==> src/rtl/store_buffer_if.sv <==
`default_nettype none
//------------------------------------------------------------------------------
// Module      : store_buffer_if
// Description : Bundles the two channels of the store buffer.
//               The core side is the mips data port: store/load strobes,
//               address, store data, load data and stall.
//               The memory side is a req/ready request channel plus a
//               one-cycle rvalid read-return channel.
//               slave  : the store buffer's view of the bundle.
//               master : the environment's view (core and memory).
// Revision    : 1.0 - initial release
//------------------------------------------------------------------------------
interface store_buffer_if #(
    parameter int AW = 32,
    parameter int DW = 32
);
    // core side
    logic          cpu_memwrite;
    logic          cpu_memread;
    logic [AW-1:0] cpu_addr;
    logic [DW-1:0] cpu_wdata;
    logic [DW-1:0] cpu_rdata;
    logic          cpu_stall;
    // memory side
    logic          mem_req;
    logic          mem_we;
    logic [AW-1:0] mem_addr;
    logic [DW-1:0] mem_wdata;
    logic          mem_ready;
    logic          mem_rvalid;
    logic [DW-1:0] mem_rdata;

    modport slave (
        input  cpu_memwrite, cpu_memread, cpu_addr, cpu_wdata,
        output cpu_rdata, cpu_stall,
        output mem_req, mem_we, mem_addr, mem_wdata,
        input  mem_ready, mem_rvalid, mem_rdata
    );

    modport master (
        output cpu_memwrite, cpu_memread, cpu_addr, cpu_wdata,
        input  cpu_rdata, cpu_stall,
        input  mem_req, mem_we, mem_addr, mem_wdata,
        output mem_ready, mem_rvalid, mem_rdata
    );
endinterface
`default_nettype wire

==> src/rtl/store_buffer.sv <==
`default_nettype none
//------------------------------------------------------------------------------
// Module      : store_buffer
// Description : Posted-write FIFO between the mips data port and a slow data
//               memory. A SW retires in one cycle when an entry is free. A LW
//               forwards from the youngest matching buffered store.
//               Otherwise the LW stalls the core until memory returns data.
//               Word accesses only.
// Ports       : clk   - system clock, rising edge
//               reset - asynchronous reset, active low
//               bus   - store_buffer_if.slave (core and memory channels)
//               count - number of occupied entries
// Revision    : 1.0 - initial release
//------------------------------------------------------------------------------
module store_buffer #(
    parameter int DEPTH = 4,
    parameter int AW    = 32,
    parameter int DW    = 32
) (
    input  wire logic                   clk,
    input  wire logic                   reset,
    store_buffer_if.slave               bus,
    output logic [$clog2(DEPTH):0]      count
);

    localparam int PW = $clog2(DEPTH);
    localparam int CW = PW + 1;

    localparam logic [2:0] S_IDLE  = 3'd0;
    localparam logic [2:0] S_DRAIN = 3'd1;
    localparam logic [2:0] S_LREQ  = 3'd2;
    localparam logic [2:0] S_LWAIT = 3'd3;
    localparam logic [2:0] S_LDONE = 3'd4;

    logic [2:0]    r_state;
    logic [PW-1:0] r_wr_ptr;
    logic [PW-1:0] r_rd_ptr;
    logic [CW-1:0] r_count;
    logic [DW-1:0] r_rdata;
    logic [AW-1:0] r_addr [DEPTH];
    logic [DW-1:0] r_data [DEPTH];

    logic          w_full;
    logic          w_empty;
    logic          w_enq;
    logic          w_deq;
    logic          w_hit;
    logic          w_miss;
    logic [DW-1:0] w_fwd;
    logic [PW-1:0] w_idx;

    assign w_full  = (r_count == CW'(DEPTH));
    assign w_empty = (r_count == '0);
    // A full buffer refuses the SW even if the head drains this cycle.
    assign w_enq   = bus.cpu_memwrite & ~w_full;
    assign w_deq   = (r_state == S_DRAIN) & bus.mem_ready;
    assign w_miss  = bus.cpu_memread & ~w_hit;
    assign count   = r_count;

    // Walk the valid entries oldest to youngest; a later match overrides an
    // earlier one, so the youngest matching store wins.
    always_comb begin
        w_hit = 1'b0;
        w_fwd = '0;
        w_idx = '0;
        for (int i = 0; i < DEPTH; i++) begin
            w_idx = r_rd_ptr + i[PW-1:0];
            if ((i < int'(r_count)) &&
                (r_addr[w_idx][AW-1:2] == bus.cpu_addr[AW-1:2])) begin
                w_hit = 1'b1;
                w_fwd = r_data[w_idx];
            end
        end
    end

    // Core-facing outputs depend on live inputs, so they are gated by reset
    // to read zero while reset is held.
    always_comb begin
        bus.cpu_stall = 1'b0;
        bus.cpu_rdata = '0;
        if (reset) begin
            bus.cpu_stall = (bus.cpu_memwrite & w_full) |
                            (w_miss & (r_state != S_LDONE));
            if (r_state == S_LDONE) begin
                bus.cpu_rdata = r_rdata;
            end else if (bus.cpu_memread & w_hit) begin
                bus.cpu_rdata = w_fwd;
            end
        end
    end

    // Request fields come from registered state and the head entry, which only
    // moves on a handshake; the load address is held by the stalled core.
    always_comb begin
        bus.mem_req   = 1'b0;
        bus.mem_we    = 1'b0;
        bus.mem_addr  = '0;
        bus.mem_wdata = '0;
        case (r_state)
            S_DRAIN: begin
                bus.mem_req   = 1'b1;
                bus.mem_we    = 1'b1;
                bus.mem_addr  = r_addr[r_rd_ptr];
                bus.mem_wdata = r_data[r_rd_ptr];
            end
            S_LREQ: begin
                bus.mem_req  = 1'b1;
                bus.mem_addr = bus.cpu_addr;
            end
            default: ;
        endcase
    end

    always_ff @(posedge clk or negedge reset) begin
        if (!reset) begin
            r_state  <= S_IDLE;
            r_wr_ptr <= '0;
            r_rd_ptr <= '0;
            r_count  <= '0;
            r_rdata  <= '0;
        end else begin
            if (w_enq) r_wr_ptr <= r_wr_ptr + PW'(1);
            if (w_deq) r_rd_ptr <= r_rd_ptr + PW'(1);
            r_count <= r_count + CW'(w_enq) - CW'(w_deq);

            case (r_state)
                S_IDLE: begin
                    // Loads take priority over draining.
                    if (w_miss)        r_state <= S_LREQ;
                    else if (!w_empty) r_state <= S_DRAIN;
                end
                S_DRAIN: if (bus.mem_ready) r_state <= S_IDLE;
                S_LREQ:  if (bus.mem_ready) r_state <= S_LWAIT;
                S_LWAIT: begin
                    if (bus.mem_rvalid) begin
                        r_rdata <= bus.mem_rdata;
                        r_state <= S_LDONE;
                    end
                end
                S_LDONE: r_state <= S_IDLE;
                default: r_state <= S_IDLE;
            endcase
        end
    end

    // Entry storage needs no reset: validity is tracked by the pointers.
    always_ff @(posedge clk) begin
        if (w_enq) begin
            r_addr[r_wr_ptr] <= bus.cpu_addr;
            r_data[r_wr_ptr] <= bus.cpu_wdata;
        end
    end

endmodule
`default_nettype wire

==> src/flat_wrapper.sv <==
// flat-port wrapper written by rule: the top's interface ports become plain ports
module store_buffer_flat 
#(
    parameter int DEPTH = 4,
    parameter int AW    = 32,
    parameter int DW    = 32
)
  (clk, reset, count, bus_cpu_memwrite, bus_cpu_memread, bus_cpu_addr, bus_cpu_wdata, bus_cpu_rdata, bus_cpu_stall, bus_mem_req, bus_mem_we, bus_mem_addr, bus_mem_wdata, bus_mem_ready, bus_mem_rvalid, bus_mem_rdata);
  store_buffer_if #(.AW(AW), .DW(DW)) bus_i ();
  input  wire logic clk;
  input  wire logic reset;
  output logic [$clog2(DEPTH):0] count;
  input wire logic [$bits(bus_i.cpu_memwrite)-1:0] bus_cpu_memwrite;
  input wire logic [$bits(bus_i.cpu_memread)-1:0] bus_cpu_memread;
  input wire logic [$bits(bus_i.cpu_addr)-1:0] bus_cpu_addr;
  input wire logic [$bits(bus_i.cpu_wdata)-1:0] bus_cpu_wdata;
  output wire logic [$bits(bus_i.cpu_rdata)-1:0] bus_cpu_rdata;
  output wire logic [$bits(bus_i.cpu_stall)-1:0] bus_cpu_stall;
  output wire logic [$bits(bus_i.mem_req)-1:0] bus_mem_req;
  output wire logic [$bits(bus_i.mem_we)-1:0] bus_mem_we;
  output wire logic [$bits(bus_i.mem_addr)-1:0] bus_mem_addr;
  output wire logic [$bits(bus_i.mem_wdata)-1:0] bus_mem_wdata;
  input wire logic [$bits(bus_i.mem_ready)-1:0] bus_mem_ready;
  input wire logic [$bits(bus_i.mem_rvalid)-1:0] bus_mem_rvalid;
  input wire logic [$bits(bus_i.mem_rdata)-1:0] bus_mem_rdata;
  assign bus_i.cpu_memwrite = bus_cpu_memwrite;
  assign bus_i.cpu_memread = bus_cpu_memread;
  assign bus_i.cpu_addr = bus_cpu_addr;
  assign bus_i.cpu_wdata = bus_cpu_wdata;
  assign bus_cpu_rdata = bus_i.cpu_rdata;
  assign bus_cpu_stall = bus_i.cpu_stall;
  assign bus_mem_req = bus_i.mem_req;
  assign bus_mem_we = bus_i.mem_we;
  assign bus_mem_addr = bus_i.mem_addr;
  assign bus_mem_wdata = bus_i.mem_wdata;
  assign bus_i.mem_ready = bus_mem_ready;
  assign bus_i.mem_rvalid = bus_mem_rvalid;
  assign bus_i.mem_rdata = bus_mem_rdata;
  store_buffer #(.DEPTH(DEPTH), .AW(AW), .DW(DW)) u_core (.clk(clk), .reset(reset), .bus(bus_i), .count(count));
endmodule
==> config.mk <==
export PLATFORM = sky130hd
export DESIGN_NAME = store_buffer_flat
export DESIGN_NICKNAME = d
export VERILOG_FILES = /design/src/rtl/store_buffer_if.sv /design/src/rtl/store_buffer.sv /design/src/flat_wrapper.sv
export SDC_FILE = /design/constraint.sdc
export NUM_CORES = 1
export LEC_CHECK = 0
export BUFFER_PORTS_ARGS = -buffer_cell sky130_fd_sc_hd__buf_2
export CAP_MARGIN = 15
export CORE_AREA = 2 2 245 247
export CTS_CLUSTER_SIZE = 28
export DETAILED_ROUTE_END_ITERATION = 8
export DIE_AREA = 0 0 247 249
export PLACE_DENSITY = 0.51
export SYNTH_ARGS = -nofsm -noshare
export SYNTH_HDL_FRONTEND = slang
export SYNTH_SLANG_ARGS = --single-unit
==> constraint.sdc <==
create_clock -name clk -period 4.8 [get_ports clk]
set_input_delay 0.48 -clock clk [delete_from_list [all_inputs] [get_ports clk]]
set_output_delay 0.48 -clock clk [all_outputs]
set_load 0.03 [all_outputs]
# --- Yosys cells after proc, flatten, opt, wreduce, memory -nomap -nowiden ---
# Memories as Yosys holds them, arrays and structs flattened.
# Index checks and enable logic that the tools add are counted.
word_totals:
  ff_bits: 42
  mem_bits_rw: 256
  out_inout_bits: 102
  wordCells: 73
  mem_count: 2
mem_list:
  columns: ["name", "words", "width", "rd", "rd_clocked_by_memory_dff", "wr", "line_no", "source"]
  rows:
  - ["u_core.r_addr", 4, 32, 4, 0, 1, "store_buffer.sv:40", "logic [AW-1:0] r_addr [DEPTH];"]
  - ["u_core.r_data", 4, 32, 4, 0, 1, "store_buffer.sv:41", "logic [DW-1:0] r_data [DEPTH];"]
classes:
  n_addsub: 6
  order_cmp: 4
  n_eq_ne: 14
  muxes: 24
  bitwise: 9
  n_reduce_logical: 9
ops:
  columns: ["operator", "n"]
  rows:
  - ["32-bit two-way mux", 8]
  - ["30-bit equality test", 4]
  - ["32-bit one-hot mux with 2 select lines", 1]
  - ["3-bit two-way mux", 5]
  - ["3-bit one-hot mux with 4 select lines", 1]
  - ["1-bit two-way mux", 9]
  - ["1-bit bitwise AND", 6]
  - ["3-bit by 2-bit equality test with 1-bit output, second input constant", 2]
  - ["3-bit equality test, second input constant", 2]
  - ["3-bit logical NOT", 2]
  - ["1-bit by 3-bit less-than comparator with 1-bit output, first input constant", 2]
  - ["2-bit by 3-bit less-than comparator with 1-bit output, first input constant", 2]
  - ["2-bit inequality test, second input constant", 3]
  - ["3-bit inequality test, second input constant", 2]
  - ["2-bit by 1-bit adder with 2-bit output, second input constant", 2]
  - ["2-bit adder, second input constant", 2]
  - ["1-bit logical AND", 4]
  - ["4-bit AND reduction", 1]
  - ["3-bit by 1-bit adder with 3-bit output", 1]
  - ["3-bit by 1-bit equality test with 1-bit output, second input constant", 1]
  - ["3-bit by 1-bit subtractor with 3-bit output", 1]
  - ["1-bit inverter", 2]
  - ["2-bit AND reduction", 1]
  - ["2-bit OR reduction", 1]
  - ["1-bit bitwise OR", 1]

# --- Depth between registers and ports, before layout ---
# Gate-level depths: netlist of the first run.
# An unclocked memory read counts as a cell.
logic_depth:
  ltp_word: 12
  ltp_mapped: 16
  ltp_nobuf: 10

# --- Least setup slack after synthesis of the first run ---
# Ideal clock, no wire load.
synth_path:
  kind: "reg-to-output"
  startpoint: "register u_core.r_rd_ptr[0]"
  endpoint: "output port bus_cpu_rdata[31]"
  t_arrival_ps: 3594
  required_time_ps: 4320
  slack_ps: 726
  path_stages_with_launch: 14
  path_buffers: 5
  cell_sequence: "dfrtp_1 -> buf_4 -> buf_2 -> buf_4 -> buf_2 -> mux4_2 -> xnor2_1 -> nand4_1 -> nor4_1 -> nand4_1 -> o21ba_4 -> buf_6 -> a211oi_1 -> o31ai_1"
synth_via:
  elab_chain_cells: 11
  elab_cells_between_ends: 25
synth_lines:
  columns: ["item", "line_no", "source"]
  rows:
  - ["start: declaration", "store_buffer.sv:37", "logic [PW-1:0] r_rd_ptr;"]
  - ["start signal: assignment", "store_buffer.sv:123", "if (w_deq) r_rd_ptr <= r_rd_ptr + PW'(1);"]
  - ["2-bit by 1-bit adder with 2-bit output or memory read 4 x 32 bit (tied branches)", null, null]
  - ["memory read 4 x 32 bit or 30-bit equality test (tied branches)", null, null]
  - ["30-bit equality test or 1-bit logical AND (tied branches)", "store_buffer.sv:69, store_buffer.sv:68", null]
  - ["1-bit logical AND or 1-bit two-way mux (tied branches)", "store_buffer.sv:68", "if ((i < int'(r_count)) &&"]
  - ["1-bit two-way mux (3 in series)", "store_buffer.sv:68", null]
  - ["1-bit bitwise AND", "store_buffer.sv:86", "end else if (bus.cpu_memread & w_hit) begin"]
  - ["32-bit two-way mux *", "store_buffer.sv:86", null]
  - ["32-bit two-way mux *", "store_buffer.sv:84", "if (r_state == S_LDONE) begin"]
  - ["32-bit two-way mux *", "store_buffer.sv:81", "if (reset) begin"]
  - ["end: declaration", "flat_wrapper.sv:17", "output wire logic [$bits(bus_i.cpu_rdata)-1:0] bus_cpu_rdata;"]
# Mark *: on every way between the ends. The rest lies on a longest branch, timed or not.

# --- Final worst setup path of the first run ---
layout_path:
  startpoint: "register u_core.r_rd_ptr[0]"
  endpoint: "output port bus_cpu_rdata[26]"
# The elaborated chain is that of the path after synthesis.

==> results of run 1 <==
## report_power, final
group	total, W	switching (W)	internal [W]	leakage [nW]
registers	0.00387	0.000382	0.00348	2.87
clock network	0.00274	0.00114	0.00160	0.581
logic	0.00826	0.00491	0.00335	5.33
total	0.0149	0.00643	0.00844	8.78
## worst max-delay path by stage
stage / startpoint / end / cells after the start
floorplan: u_core.r_rd_ptr[0]$_DFFE_PN0P_ / bus_cpu_rdata[31] / 13
global placement: u_core.r_rd_ptr[1]$_DFFE_PN0P_ / bus_cpu_rdata[0] / 11
detailed placement: u_core.r_rd_ptr[1]$_DFFE_PN0P_ / bus_cpu_rdata[20] / 11
CTS: u_core.r_rd_ptr[1]$_DFFE_PN0P_ / bus_cpu_rdata[31] / 13
global route: u_core.r_rd_ptr[0]$_DFFE_PN0P_ / bus_cpu_rdata[26] / 12
finish: u_core.r_rd_ptr[0]$_DFFE_PN0P_ / bus_cpu_rdata[26] / 12
## per-stage QoR
stage	setup WS, ns	cells	hold slack [ns]
after floorplan	0.726	1654	0.184
after global placement	0.256	2543	0.460
after detailed placement	0.246	2543	0.462
after CTS	-0.00977	2625	0.0763
after global routing	-0.0473	2662	0.0927
final	0.0139	2663	0.0914
## layout by cell type, fill, tap and decap left out, drive strengths merged, types with 38 or more instances in the layout
cell type	n
buf	308
edfxtp	256
mux2i	184
nand2	183
xnor2	82
and2	70
mux4	64
a21oi	64
nand3b	63
clkbuf	61
nor2	50
mux2	48
dfrtp	42
a2111oi	38
## registers in the layout (all words and copies together) (netlist names)
register and flops:
u_core.r_state 3, u_core.r_rdata 32, u_core.count 3, u_core.r_wr_ptr 2
u_core.r_addr 128, u_core.r_rd_ptr 2, u_core.r_data 128
## worst max-delay path, cell delays in order, from the launching register on
cell and delay (ns):
dfrtp_4 0.58, buf_12 0.17, buf_4 0.12, mux4_2 0.50, xnor2_1 0.18, o21ai_1 0.11
or4_4 0.52, nor4_4 0.43, or2_4 0.25, o21ai_4 0.12, buf_12 0.23, o31ai_2 0.30
buf_4 0.21
## cells by family after synthesis
kind of cell,synth area share
flip-flops,0.452
AO/OA/AOI/OAI,0.136
AND/OR/NAND/NOR,0.114
multiplexers,0.198
buffers and inverters,0.0459
XOR/XNOR,0.0476
adder cells (fa/ha/maj),0.00622
## timing repair
item	in CTS	in global routing
resized for setup	30	175
endpoints found under the setup margin	33	32
buffers inserted	10	27
gates cloned	4	10
pin swaps	8	25
## cell type report
cell class                 count  area share
antenna                        2    0.000209
clock buffer                  50      0.0423
clock inverter                18     0.00709
inverter                      36     0.00589
multi-input combinational   1165       0.434
sequential                   298       0.364
tap                          773      0.0403
timing repair buffer         321       0.106
## cells in the mapped netlist (all sizes together), types with 4 or more instances
| master | instances | share of area |
|---|---|---|
| a2111oi | 38 | 0.017 |
| mux2i | 184 | 0.095 |
| edfxtp | 256 | 0.40 |
| a21oi | 64 | 0.017 |
| o21ai | 22 | 0.0061 |
| o41a | 11 | 0.0064 |
| nor3 | 4 | 0.0010 |
| a2bb2oi | 6 | 0.0027 |
| or2 | 4 | 0.0013 |
| a32o | 4 | 0.0021 |
| inv | 35 | 0.0068 |
| a221oi | 6 | 0.0027 |
| nand2b | 12 | 0.0039 |
| mux2 | 48 | 0.028 |
| a32oi | 31 | 0.014 |
| xnor2 | 82 | 0.037 |
| nand2 | 183 | 0.036 |
| dfrtp | 42 | 0.054 |
| nand3b | 63 | 0.024 |
| and2 | 70 | 0.023 |
| a222oi | 5 | 0.0026 |
| o31ai | 33 | 0.020 |
| clkbuf | 83 | 0.016 |
| nor4 | 17 | 0.0071 |
| a211oi | 33 | 0.013 |
| buf | 73 | 0.023 |
| o221ai | 7 | 0.0032 |
| nor2 | 50 | 0.0097 |
| xor2 | 23 | 0.010 |
| a22o | 28 | 0.013 |
| ha | 8 | 0.0052 |
| mux4 | 64 | 0.075 |
| nand4 | 9 | 0.0029 |
| o22ai | 11 | 0.0036 |
## per-layer routing
metal | track usage | part of all wire
met2 | 0.326 | 0.45
met4 | 0.0578 | 0.029
met1 | 0.294 | 0.45
met5 | 0 | 0.00088
met3 | 0.0413 | 0.068
==> metrics.md, run 1 <==
| Metric | Value |
|---|---|
| Result of the run | completed |
| Final number of max-transition violations | 0 |
| Fillcell total | 5,490 |
| Most common flop cell mapped by yosys | edfxtp_1 |
| Worst IR drop on VDD | roughly 0.33 mV |
| Antenna violations before repair | 7 |
| Number of input and output port buffers inserted | 203 |
| DR pass1 iterations | 7 |
| Fraction of final layout cells sized beyond drive strength 1 | 0.327 |
| Nature of the critical path startpoint | flip-flop |
| Worst-path clk slew | 0.06 ns |
| Worst-case clock skew | 0.0288 ns |
| Total number of vias | 15,400 |
| Pin count of the biggest net entering global routing | 89 |
| TritonCTS clock tree | built |
| Sequential cell area | between 8000 and 9000 µm² |
| Worst EP arrival | around 4.3 ns |
| Static Leakage | just under 9 nW |
| Reg-to-reg startpoint | u_core.r_rd_ptr[0]$_DFFE_PN0P_ |
| Post-detailed-route DRC marker count | 0 |
| Synth async-reset ratio | 0.141 |
| Area of the core region | 58,700 µm² |
| Clock buffers created by TritonCTS | 37 |
| Clock Root Buffer | clkbuf_16 |
| Max FO, Critical Path | 21 |
| Maximum buffer depth of the clock tree | 3 |
| Hold violation total from the final report | 0 |
| Cell area reported after detailed placement | 21,300 µm² |
| Half-perimeter wire length of the detailed placement result | 43.2 mm |
| Flop2flop setup slack | approximately 1.4 ns |
| Worst hold path class | input port to async pin |
| Total die area | 61,500 µm² |
| Starting Density | 0.329 |
| Post-layout power | 0.0149 W |
| Reg-to-Reg End | u_core.r_state[1]$_DFFE_PN0P_ |
| Fmax | 0.209 GHz |
| Sequential area share after synthesis | 0.452 |
| Count of boundary I/O pins | 204 |
| Post-route antenna net violation count | 0 |
| Std-Cell Rows | 89 |
| Post-route design area | 24,000 µm² |
| Gp weighted congestion | 0.881 |
| Avg Inst Size Synth | roughly 12 µm² |
| Routed Wire Length | 68.0 mm |
| Sink Count | 298 |
| Final setup violation count | 0 |
| Clock network latency to the later pin of the worst-skew pair | 0.57 ns |
| Worst rel slew slack | 0.242 |
| Number of distinct standard cells referenced by the synthesized netlist | 69 |
| Area of the mapped netlist | roughly 19,000 µm² |
| Synthesis warning total | 0 |
| Wire length of the first global-routing pass | 97.7 mm |
| Post-synthesis sequential element count | 298 |
| Die outline height | 249 µm |
| Gate count after technology mapping | between 1,500 and 2,000 |
| Violation count after the first detailed-routing iteration | 1,357 |
| Vias in the first global route | ~15,000 |
| Ratio of final minimum period to clock period | 0.997 |
| Worst Tran Pin Value | 1.14 ns |
| Syn-to-layout area delta | 24.2% |
| Final Critical Period | about 4.8 ns |
| Synth Net Count | about 1,800 |
| Leftover overflow at the end of global routing | 0 |
| Total number of H-tree levels | 2 |
| Sum of negative setup slack | 0 ns |
| Setup repair after global routing missed its margin | yes |
| Total area of multi-input combinational cells | about 10,000 µm² |
| Worst R2R Path Depth | 11 |
| Die width | roughly 250 µm |
| Number of violations of the max-capacitance limit | 0 |
| Vias/cell | 5.77 |
| Worst setup path class | flip-flop to output port |
| CTS Hold Bufs | 0 |
| Nets | 1,970 |
| Power density cells | 620 nW/µm² |
| Post-layout utilization of the core | 0.409 |
| Nature of the critical path endpoint | output port |
| Number of enable-type register cells in the synthesized netlist | 256 |
| Final routed wire length divided by cell count | around 26 µm |
| Required time worst endpoint | 4.32 ns |
| Total routing usage reported by global routing | 0.209 |
(Power assumes the default switching activity.)
==> run 2, diff against run 1 <==
- ABC_AREA: not set -> 1
- CORE_AREA: 2 2 245 247 -> 2 2 253 255
- DIE_AREA: 0 0 247 249 -> 0 0 255 257
- PLACE_DENSITY: 0.51 -> 0.5
==> run 2 against run 1 <==
  * Clock skew is 0.0091 ns higher
  * Via count is 36% higher
  * Register-to-register slack better by 0.19 ns
  * Core utilization is 2.7 points lower
  * Cell count is 55% higher
  * Total power is 9.5% higher
  * Clock power is 12% higher
  * Sequential power is 3% lower
  * Critical path type unchanged
  * Largest cell class unchanged
==> metrics.md, run 2 <==
| Metric | Value |
|---|---|
| Sum of negative setup slack | 0 ns (unchanged) |
| TritonCTS clock tree | built |
| Die outline height | 257 µm (+3.2%) |
| Clock network latency to the later pin of the worst-skew pair | 0.59 ns (+0.02 ns) |
| Gate count after technology mapping | 3,115 (+88%) |
| Worst path cell trace | buf_16 -> nand2_2 -> nand2_4 -> buf_12 -> nand2_1 -> nand2_1 -> nand2_1 -> nand2_1 -> nor2_1 -> nand2_1 -> nor2_1 -> nand2_1 -> nor2_4 -> inv_1 -> buf_4 -> nor2_1 -> nor2_1 -> nand2_1 -> a21oi_1 -> buf_2 |
| Minimum setup slack after placement | 0.452 ns (+0.206 ns) |
| Total number of vias | 20,800 (+36%) |
| Most instantiated cells after synthesis | 1,430 x nand2_1, 313 x nand3_1, 277 x o21ai_0 |
| Static Leakage | 11.7 nW (+33%) |
| Power density cells | 679 nW/µm² (+9.5%) |
| Synth async-reset ratio | 0.141 (unchanged) |
| Vias/cell | 5.04 (-13%) |
| Die width | 255 µm (+3.2%) |
| Count of placed standard cells including taps | 4,044 (+59%) |
| Largest incremental delay on the critical path | 0.56 ns (-0.02 ns) |
| Sequential area share after synthesis | 0.425 (-0.0272) |
| Library cell with the largest summed area after synthesis | edfxtp_1 |
| Area of the core region | 62,700 µm² (+6.9%) |
| Post-route antenna net violation count | 0 (unchanged) |
| Hold violation total from the final report | 0 (unchanged) |
| Worst rel slew slack | 0.337 (+0.0944) |
| Number of distinct standard cells referenced by the synthesized netlist | 30 (-57%) |
| Most frequent standard cell in the layout excluding fill and tap cells | nand2_1 |
| Final setup violation count | 0 (unchanged) |
| Starting Density | 0.328 (-0.00155) |
| Ratio of final minimum period to clock period | 0.956 (-0.0408) |
| Top cell type's share of synthesized area | 0.374 (-0.0239) |
| WHS Endpoint | u_core.r_rdata[23]$_DFFE_PN0P_ |
| DR pass1 iterations | 5 (-2) |
| Std-Cell Rows | 92 (+3.4%) |
| Crit path buffers/inverters | 5 (+1) |
| Beginning of the worst hold path | bus_mem_rdata[23] |
| Most numerous cell on the critical path | nand2_1 |
| Largest cells by area after synthesis | edfxtp_1 37%, nand2_1 26%, nand3_1 7.6%, o21ai_0 6.7%, dfrtp_1 5.1% |
| Area of the mapped netlist | 20,600 µm² (+6.4%) |
| Final std cells w/o fill | 4,133 (+55%) |
| Nature of the critical path endpoint | output port |
| Avg Inst Size Synth | 6.60 µm² (-44%) |
| Required time worst endpoint | 4.32 ns (about the same) |
| Fmax | 0.218 GHz (+4.3%) |
| Worst setup path class | flip-flop to output port |
| Final routed wire length divided by cell count | 18.7 µm (-27%) |
| Post-layout utilization of the core | 0.382 (-0.0266) |
| Worst IR drop on VDD | 0.366 mV (+10%) |
| Post-detailed-route DRC marker count | 0 (unchanged) |
| Final WS setup | 0.210 ns (+0.196 ns) |
| Final number of max-transition violations | 0 (unchanged) |
| Nets | 3,365 (+71%) |
| Dominant delay contributor by cell family on the critical path | simple AND/OR/NAND/NOR gates |
| Worst-case clock skew | 0.0379 ns (+0.00906 ns) |
| Nature of the critical path startpoint | flip-flop |
| Cell type of the slowest stage on the worst timing path | dfrtp_4 |
| Wire length of the first global-routing pass | 115 mm (+18%) |
| Post-synthesis sequential element count | 298 (unchanged) |
| Result of the run | completed |
| Flop2flop setup slack | 1.56 ns (+0.19 ns) |
| Leftover overflow at the end of global routing | 0 (unchanged) |
| Worst-path clk slew | 0.06 ns (about the same) |
| Worst R2R Path Depth | 9 (-2) |
| Top Registers | u_core.r_addr x128, u_core.r_data x128, u_core.r_rdata x32 |
| Post-Route Hold Slack | 0.0937 ns (+0.00233 ns) |
| Half-perimeter wire length of the detailed placement result | 52.3 mm (+21%) |
| Hold Path Depth | 3 |
| Clock buffers created by TritonCTS | 39 (+5.4%) |
| Number of violations of the max-capacitance limit | 0 (unchanged) |
| Maximum buffer depth of the clock tree | 3 (unchanged) |
| Most used cells in the layout excluding fill and tap cells | 1,427 x nand2_1, 313 x nand3_1, 277 x o21ai_0, 259 x inv_1, 256 x edfxtp_1 |
| Total die area | 65,500 µm² (+6.6%) |
| Most common flop cell mapped by yosys | edfxtp_1 |
| Synthesis warning total | 0 (unchanged) |
| Antenna violations before repair | 12 (+5) |
| Pin count of the biggest net entering global routing | 122 (+37%) |
| Total routing usage reported by global routing | 0.229 (+0.0203) |
| Reg-to-reg startpoint | u_core.r_state[1]$_DFFE_PN0P_ |
| Violation count after the first detailed-routing iteration | 1,733 (+28%) |
| Sink Count | 298 (unchanged) |
| Syn-to-layout area delta | 16.7% |
| Number of enable-type register cells in the synthesized netlist | 256 (unchanged) |
| Gp weighted congestion | 0.958 (+8.6%) |
| Max FO, Critical Path | 31 (+48%) |
| Reg-to-Reg End | u_core.count[2]$_DFF_PN0_ |
| Clock Root Buffer | clkbuf_16 |
| Synth Net Count | 3,226 (+83%) |
| Most frequent cell after synthesis | nand2_1 |
| Worst EP arrival | 4.11 ns (-0.20 ns) |
| Fraction of final layout cells sized beyond drive strength 1 | 0.105 (-0.222) |
| Setup repair after global routing missed its margin | no |
| Worst Tran Pin Value | 0.994 ns (-0.143 ns) |
| Vias in the first global route | 19,600 (+31%) |
| Count of boundary I/O pins | 204 (unchanged) |
| Worst hold path class | input port to flip-flop |
| Number of input and output port buffers inserted | 203 (unchanged) |
| Final Critical Period | 4.59 ns (-0.196 ns) |
| First element of the critical path | u_core.r_rd_ptr[0]$_DFFE_PN0P_ |
| Total number of H-tree levels | 2 (unchanged) |
| Routed Wire Length | 77.2 mm (+14%) |
-- run 2: cell count changes in the layout (fill, tap and decap cells not counted), sizes merged, moves of 50 or more --
cell and delta:
nor2 +212, nand2 +1251, nand3b -63, o21ai +265, mux4 -64, xnor2 -82
mux2i -184, buf -50, and2 -70, inv +229, nand3 +310
-- run 2: cell type report --
class                           instances  area [µm²]
Fill cell                            6636       38800
Inverter                              263        1010
Clock inverter                         25         313
Multi-Input combinational cell       2388       10100
Sequential cell                       298        8740
Timing Repair inverter                  1        8.76
Tap cell                              846        1060
Antenna cell                            3        7.51
Timing Repair Buffer                  263        1740
Clock buffer                           46        1000
-- run 2: power by group --
group          internal [W]  switching (W)
sequential          0.00347       0.000299
combinational       0.00266        0.00679
clock               0.00183        0.00123
total               0.00796        0.00832
-- run 2: cells by family (layout without fill, tap and decap cells) --
family,after synthesis,after routing,share of synthesized area
xor gates and xnor gates,4,4,0.00170
and+or+nand+nor,2016,2018,0.389
AOI/OAI and AO/OA,357,357,0.0895
DFF,298,298,0.425
adders and majority gates,9,9,0.00584
buffers and inverters,431,598,0.0888
other,0,3,0
-- run 2: how the worst max path moves through the flow --
stage                                                to  slack (ns)  depth (start not counted)
final                                 bus_cpu_rdata[12]        0.21                         20
after global routing                  bus_cpu_rdata[16]        0.01                         21
after CTS                              bus_cpu_rdata[0]        0.02                         20
after detailed placement              bus_cpu_rdata[19]        0.45                         20
after global placement                bus_cpu_rdata[13]        0.45                         20
after floorplan           u_core.r_addr[0][0]$_DFFE_PP_        0.72                          4
-- run 2: metrics by stage --
stage | power [W] | area (µm²)
global placement | 0.0129 | 22400
global route | 0.0177 | 24000
floorplan | 0.0102 | 20600
CTS | 0.0161 | 23700
detailed placement | 0.0129 | 22400
finish | 0.0163 | 24000
-- run 2: worst min-delay path: stages --
cell     delay, ns
buf_2         0.08
nand2_1       0.04
nand2_1       0.04
-- run 2: timing repair --
action / CTS / global route
resized for setup: 5 / 22
hold endpoints to repair: 15 / 0
pin swaps: 0 / 4
setup endpoints to repair: 23 / 32
hold buffers: 1 / 0
setup buffers: 0 / 7
cloned: 0 / 6
-- run 2: routing by layer --
layer,GRT usage,vias up,part of all wire
met5,0,-,0.0012
met4,0.0931,14,0.041
met3,0.0325,174,0.063
met2,0.396,720,0.48
met1,0.285,9691,0.41
li1,-,10300,-
